## src/rtl/mixcolumns_seq.sv

```systemverilog
// Sequenced AES forward MixColumns: one table read per byte, XOR-combine.
// Start/busy/done handshake; 18-cycle latency from acceptance to done.
module mixcolumns_seq (
  input  logic         clock,
  input  logic         resetn,
  input  logic         start,
  input  logic [127:0] din,
  output logic [127:0] dout,
  output logic         busy,
  output logic         done,
  output logic [7:0]   rom_add,
  output logic         rom_en,
  input  logic [15:0]  rom_dout
);

  localparam logic [1:0] IDLE  = 2'd0;
  localparam logic [1:0] RUN   = 2'd1;
  localparam logic [1:0] DRAIN = 2'd2;
  localparam logic [1:0] COMB  = 2'd3;

  logic [1:0]   st;
  logic [3:0]   cnt;
  logic [127:0] state_reg;
  logic [15:0]  cap [16];
  logic [127:0] mixed;

  function automatic logic [7:0] byte_of(
    input logic [127:0] v,
    input logic [3:0]   i
  );
    logic [3:0] j;
    j = 4'd15 - i;
    return v[{j, 3'b000} +: 8];
  endfunction

  // Table request: only during RUN, addressed by the current byte.
  always_comb begin
    rom_en  = 1'b0;
    rom_add = 8'h00;
    if (st == RUN) begin
      rom_en  = 1'b1;
      rom_add = byte_of(state_reg, cnt);
    end
  end

  // Column combine from captured {2x,3x} words and raw bytes.
  always_comb begin
    logic [7:0] a  [4];
    logic [7:0] t2 [4];
    logic [7:0] t3 [4];
    mixed = '0;
    for (int c = 0; c < 4; c++) begin
      for (int r = 0; r < 4; r++) begin
        a[r]  = state_reg[8*(15-(4*c+r)) +: 8];
        t2[r] = cap[4*c+r][15:8];
        t3[r] = cap[4*c+r][7:0];
      end
      mixed[8*(15-4*c)     +: 8] = t2[0] ^ t3[1] ^ a[2]  ^ a[3];
      mixed[8*(15-4*c-1)   +: 8] = a[0]  ^ t2[1] ^ t3[2] ^ a[3];
      mixed[8*(15-4*c-2)   +: 8] = a[0]  ^ a[1]  ^ t2[2] ^ t3[3];
      mixed[8*(15-4*c-3)   +: 8] = t3[0] ^ a[1]  ^ a[2]  ^ t2[3];
    end
  end

  // Sequencer: accept, issue 16 reads, drain last word, combine.
  always_ff @(posedge clock or negedge resetn) begin
    if (!resetn) begin
      st        <= IDLE;
      cnt       <= 4'd0;
      state_reg <= '0;
      dout      <= '0;
      busy      <= 1'b0;
      done      <= 1'b0;
      for (int i = 0; i < 16; i++) cap[i] <= 16'h0000;
    end else begin
      done <= 1'b0;
      case (st)
        IDLE: begin
          if (start) begin
            state_reg <= din;
            cnt       <= 4'd0;
            busy      <= 1'b1;
            st        <= RUN;
          end
        end
        RUN: begin
          cnt <= cnt + 4'd1;
          if (cnt != 4'd0) cap[cnt - 4'd1] <= rom_dout;
          if (cnt == 4'd15) st <= DRAIN;
        end
        DRAIN: begin
          cap[15] <= rom_dout;
          st      <= COMB;
        end
        default: begin
          dout <= mixed;
          done <= 1'b1;
          busy <= 1'b0;
          st   <= IDLE;
        end
      endcase
    end
  end

endmodule

```

## config.mk

```make
export PLATFORM = sky130hd
export DESIGN_NAME = mixcolumns_seq
export DESIGN_NICKNAME = d
export VERILOG_FILES = /design/src/rtl/mixcolumns_seq.sv
export SDC_FILE = /design/constraint.sdc
export NUM_CORES = 1
export LEC_CHECK = 0
export ABC_AREA = 0
export CAP_MARGIN = 20
export CORE_UTILIZATION = 40
export DETAILED_ROUTE_END_ITERATION = 7
export PLACE_DENSITY = 0.61
export SLEW_MARGIN = 15
export SYNTH_ARGS = -nofsm -noshare
export SYNTH_HDL_FRONTEND = slang
export SYNTH_SLANG_ARGS = --single-unit
```

## constraint.sdc

```tcl
create_clock -name clock -period 5.94 [get_ports clock]
set_input_delay 0.594 -clock clock [delete_from_list [all_inputs] [get_ports clock]]
set_output_delay 0.594 -clock clock [all_outputs]
set_load 0.03 [all_outputs]
```

==> reports/qor.yml <==
layout:
  filler_instances: 5158
  design_area_mm2: 0.02978
  layout.core_utilization_pct: 50.36
  fin_nets: 2236
  layout.cells.most_common_list: "519 x sky130_fd_sc_hd__dfrtp_1, 384 x sky130_fd_sc_hd__xnor2_1, 344 x sky130_fd_sc_hd__mux2_2"
  layout_commonest_cell: "sky130_fd_sc_hd__dfrtp_1"
  largest_register_ffs: 256
  post_route_cells_drive_above_1_share_pct: 24.92
  area_growth_pct: 24.00
  multi_input_comb_area_mm2: 0.01058
  layout.area.seq_mm2: 0.01302
sta:
  timing.final.crit_period_ns: 4.492
  hold_viol_final: 1
  post_route_fraction_of_the_period_consumed_by_the_critical_path_pct: 75.62
  setup_viol_count_final: 0
  rsz0062_at_grt: "no"
  finalMaxSlewViolations: 0
  tns_ns: 0
  timing.hold.ws_ns: -0.003229
  finClkSkew_ns: 0.01883
  relSlewSlack_pct: 25.35
  clock.fmax_mhz: 222.6
  worst_margin_pin_slew_ns: 1.116
synthesis:
  synth_async_sr_flop_share_pct: 100.0
  synthXorXnorAreaFrac_pct: 14.01
  complex_gate_fraction_of_the_synthesized_area_pct: 4.528
  synth-seq-area-share_pct: 54.19
  post_synth_top_area_share_pct: 54.19
  synth_fa_ha_area_share_pct: 0.5731
  netlist_top_cells_area: "sky130_fd_sc_hd__dfrtp_1 54%, sky130_fd_sc_hd__mux2_2 16%, sky130_fd_sc_hd__xnor2_1 14%, sky130_fd_sc_hd__a21oi_1 2.7%, sky130_fd_sc_hd__mux2_4 2.5%"
  synth.ff_latch_count: 520
  post_synth_mux_area_share_pct: 21.55
  post_synth_inst_count: 1817
  cell_area_synth_mm2: 0.02401
  yosys.area_share.simple_pct: 3.298
  synth_edf_count: 0
  synth_top_cell_by_area: "sky130_fd_sc_hd__dfrtp_1"
  synth_top_family_by_area: "multiplexers"
  syn-num-nets: 1975
  most_common_flop_cell_mapped_by_yosys: "sky130_fd_sc_hd__dfrtp_1"
  synth_cell_types: 41
  yosysWarnings: 0
  average_instance_area_after_synthesis_um2: 13.22
power_and_ir_drop:
  post-layout-total-power_mw: 19.52
  p_leak_nw: 11.73
  power_density_mw_per_mm2: 655.5
  peakVddDrop_mv: 0.4033
clock_tree:
  clockRootBuffer: "sky130_fd_sc_hd__clkbuf_16"
  path_clk_slew_ns: 0.06
  htree_num_levels: 2
  cts_tree: "built"
  cts.sink_count: 520
  numCtsBuffers: 57
  worst_skew_pair.late_latency_ns: 0.61
  postCtsResizedCells: 0
  clock_path_buffers: 3
  postCtsSetupRepairBufs: 0
  cts_hold_buf: 0
drt:
  detail_route.vias_per_cell: 5.095
  avgRoutedWirePerCell_um: 23.19
  finalWirelength_mm: 67.31
  via_count: 14790
  ant_nets: 0
  remaining_drc_errors: 72
  number_of_drc_violations_after_detailed_routing_iteration_0: 821
  number_of_iterations_in_the_first_detailed_routing_pass: 7
place:
  dp.final_hpwl_mm: 46.06
  post_dp_cell_area_mm2: 0.02760
  place_congestion: 0.8506
  numPortBuffers: 285
flow_run:
  max_cap_violations: 0
grt:
  grt_use_total_pct: 22.41
  global_route_wire_length_before_repair_mm: 100.4
  antenna_found_initial: 3
  grt_max_degree: 189
  first_global_vias: 15320
  global_route.overflow_total: 0
floorplanning:
  placement_rows: 89
  start_util_pct: 40.61
  io_pins: 286
  die_width_um: 247.0
  die-area_mm2: 0.06102
  chipHeight_um: 247.0
  core_mm2: 0.05913
setup_path:
  crit_path_class: "reg -> out"
  setup.worst_path.start_class: "register"
  r2r_cells: 7
  path_max_fanout: 23
  setup.worst_path.end_class: "output pin"
  worstPathRequired_ns: 5.35
  timing.critical_path.arrival_ns: 3.90
outcome:
  failed_checks: "DRC, hold timing"
  run_status: "complete, but fails checks"
min_path:
  worst_hold_path_type: "in -> async"
[power by group]
part | leakage [nW] | switching [mW] | internal [mW]
Combinational | 4.68 | 4.45 | 4.41
Clock | 1.05 | 1.48 | 2.52
Sequential | 6.00 | 1.60 | 5.07
[final timing paths]
check,endpoint,slack (ns),from
min reg2reg,dout[32],0.53,dout[32]
max reg2reg,cap[154],2.61,cnt[1]
min,dout[34],-0.003,resetn
max in group asynchronous,cap[205],4.38,resetn
min in group clock,dout[32],0.53,dout[32]
max,rom_add[2],1.45,cnt[2]
[per-layer routing]
| layer | share of wire [%] | global-route usage [%] | vias to the layer above |
|---|---|---|---|
| met5 | 0.013 | 0 | - |
| li1 | - | - | 6748 |
| met4 | 2.4 | 6.935 | 2 |
| met1 | 46 | 31.54 | 7632 |
| met2 | 47 | 35.34 | 314 |
| met3 | 4.4 | 3.625 | 94 |
[Yosys cell counts (2+ instances only)]
| master | n |
|---|---|
| sky130_fd_sc_hd__nor2b_1 | 5 |
| sky130_fd_sc_hd__nand3_1 | 23 |
| sky130_fd_sc_hd__inv_1 | 4 |
| sky130_fd_sc_hd__nand3_2 | 3 |
| sky130_fd_sc_hd__buf_2 | 23 |
| sky130_fd_sc_hd__ha_1 | 11 |
| sky130_fd_sc_hd__xnor2_1 | 384 |
| sky130_fd_sc_hd__mux4_2 | 16 |
| sky130_fd_sc_hd__mux2_2 | 344 |
| sky130_fd_sc_hd__dfrtp_1 | 520 |
| sky130_fd_sc_hd__o211ai_1 | 7 |
| sky130_fd_sc_hd__mux2i_1 | 34 |
| sky130_fd_sc_hd__buf_6 | 5 |
| sky130_fd_sc_hd__mux2_4 | 40 |
| sky130_fd_sc_hd__nor2_2 | 4 |
| sky130_fd_sc_hd__a21oi_1 | 129 |
| sky130_fd_sc_hd__o21bai_1 | 2 |
| sky130_fd_sc_hd__nor3_1 | 2 |
| sky130_fd_sc_hd__a22o_1 | 3 |
| sky130_fd_sc_hd__nand2_1 | 11 |
| sky130_fd_sc_hd__buf_1 | 3 |
| sky130_fd_sc_hd__nor2_1 | 131 |
| sky130_fd_sc_hd__and2_1 | 2 |
| sky130_fd_sc_hd__a21oi_4 | 4 |
| sky130_fd_sc_hd__o21ai_0 | 7 |
| sky130_fd_sc_hd__clkbuf_1 | 64 |
| sky130_fd_sc_hd__a22oi_1 | 22 |
[kinds of logic (layout without fill, tap and decap cells)]
group | after synthesis | count (layout)
AO/OA/AOI/OAI | 182 | 182
XOR/XNOR | 384 | 384
adder cells (fa/ha/maj) | 11 | 11
buffers and inverters | 101 | 411
flip-flops | 520 | 520
multiplexers | 434 | 434
other | 0 | 3
AND/OR/NAND/NOR | 185 | 185
[worst max-delay path: stages (launching register included)]
cell and delay (ns):
sky130_fd_sc_hd__dfrtp_1 1.00, sky130_fd_sc_hd__nor2b_1 0.94, sky130_fd_sc_hd__a22oi_1 0.21, sky130_fd_sc_hd__a22oi_1 0.24, sky130_fd_sc_hd__o211ai_1 0.22, sky130_fd_sc_hd__clkdlybuf4s50_1 0.66
[layout make-up]
class,instances,share of cell area (%)
flip-flops and latches,520,43.71
repair buffers,298,10.21
multi-input cells,1196,35.51
inverters,5,0.06303
clock inverters,29,1.651
diodes,3,0.02521
well taps,773,3.248
clock buffers,79,5.580
[metrics by stage]
step	setup WS [ns]	instances
5_1_grt	1.292	2901
2_1_floorplan	2.998	1817
3_3_place_gp	1.987	2788
6_report	1.448	2903
4_1_cts	1.329	2898
3_5_place_dp	2.020	2790
No activity file was read; power rests on OpenSTA's default activity.
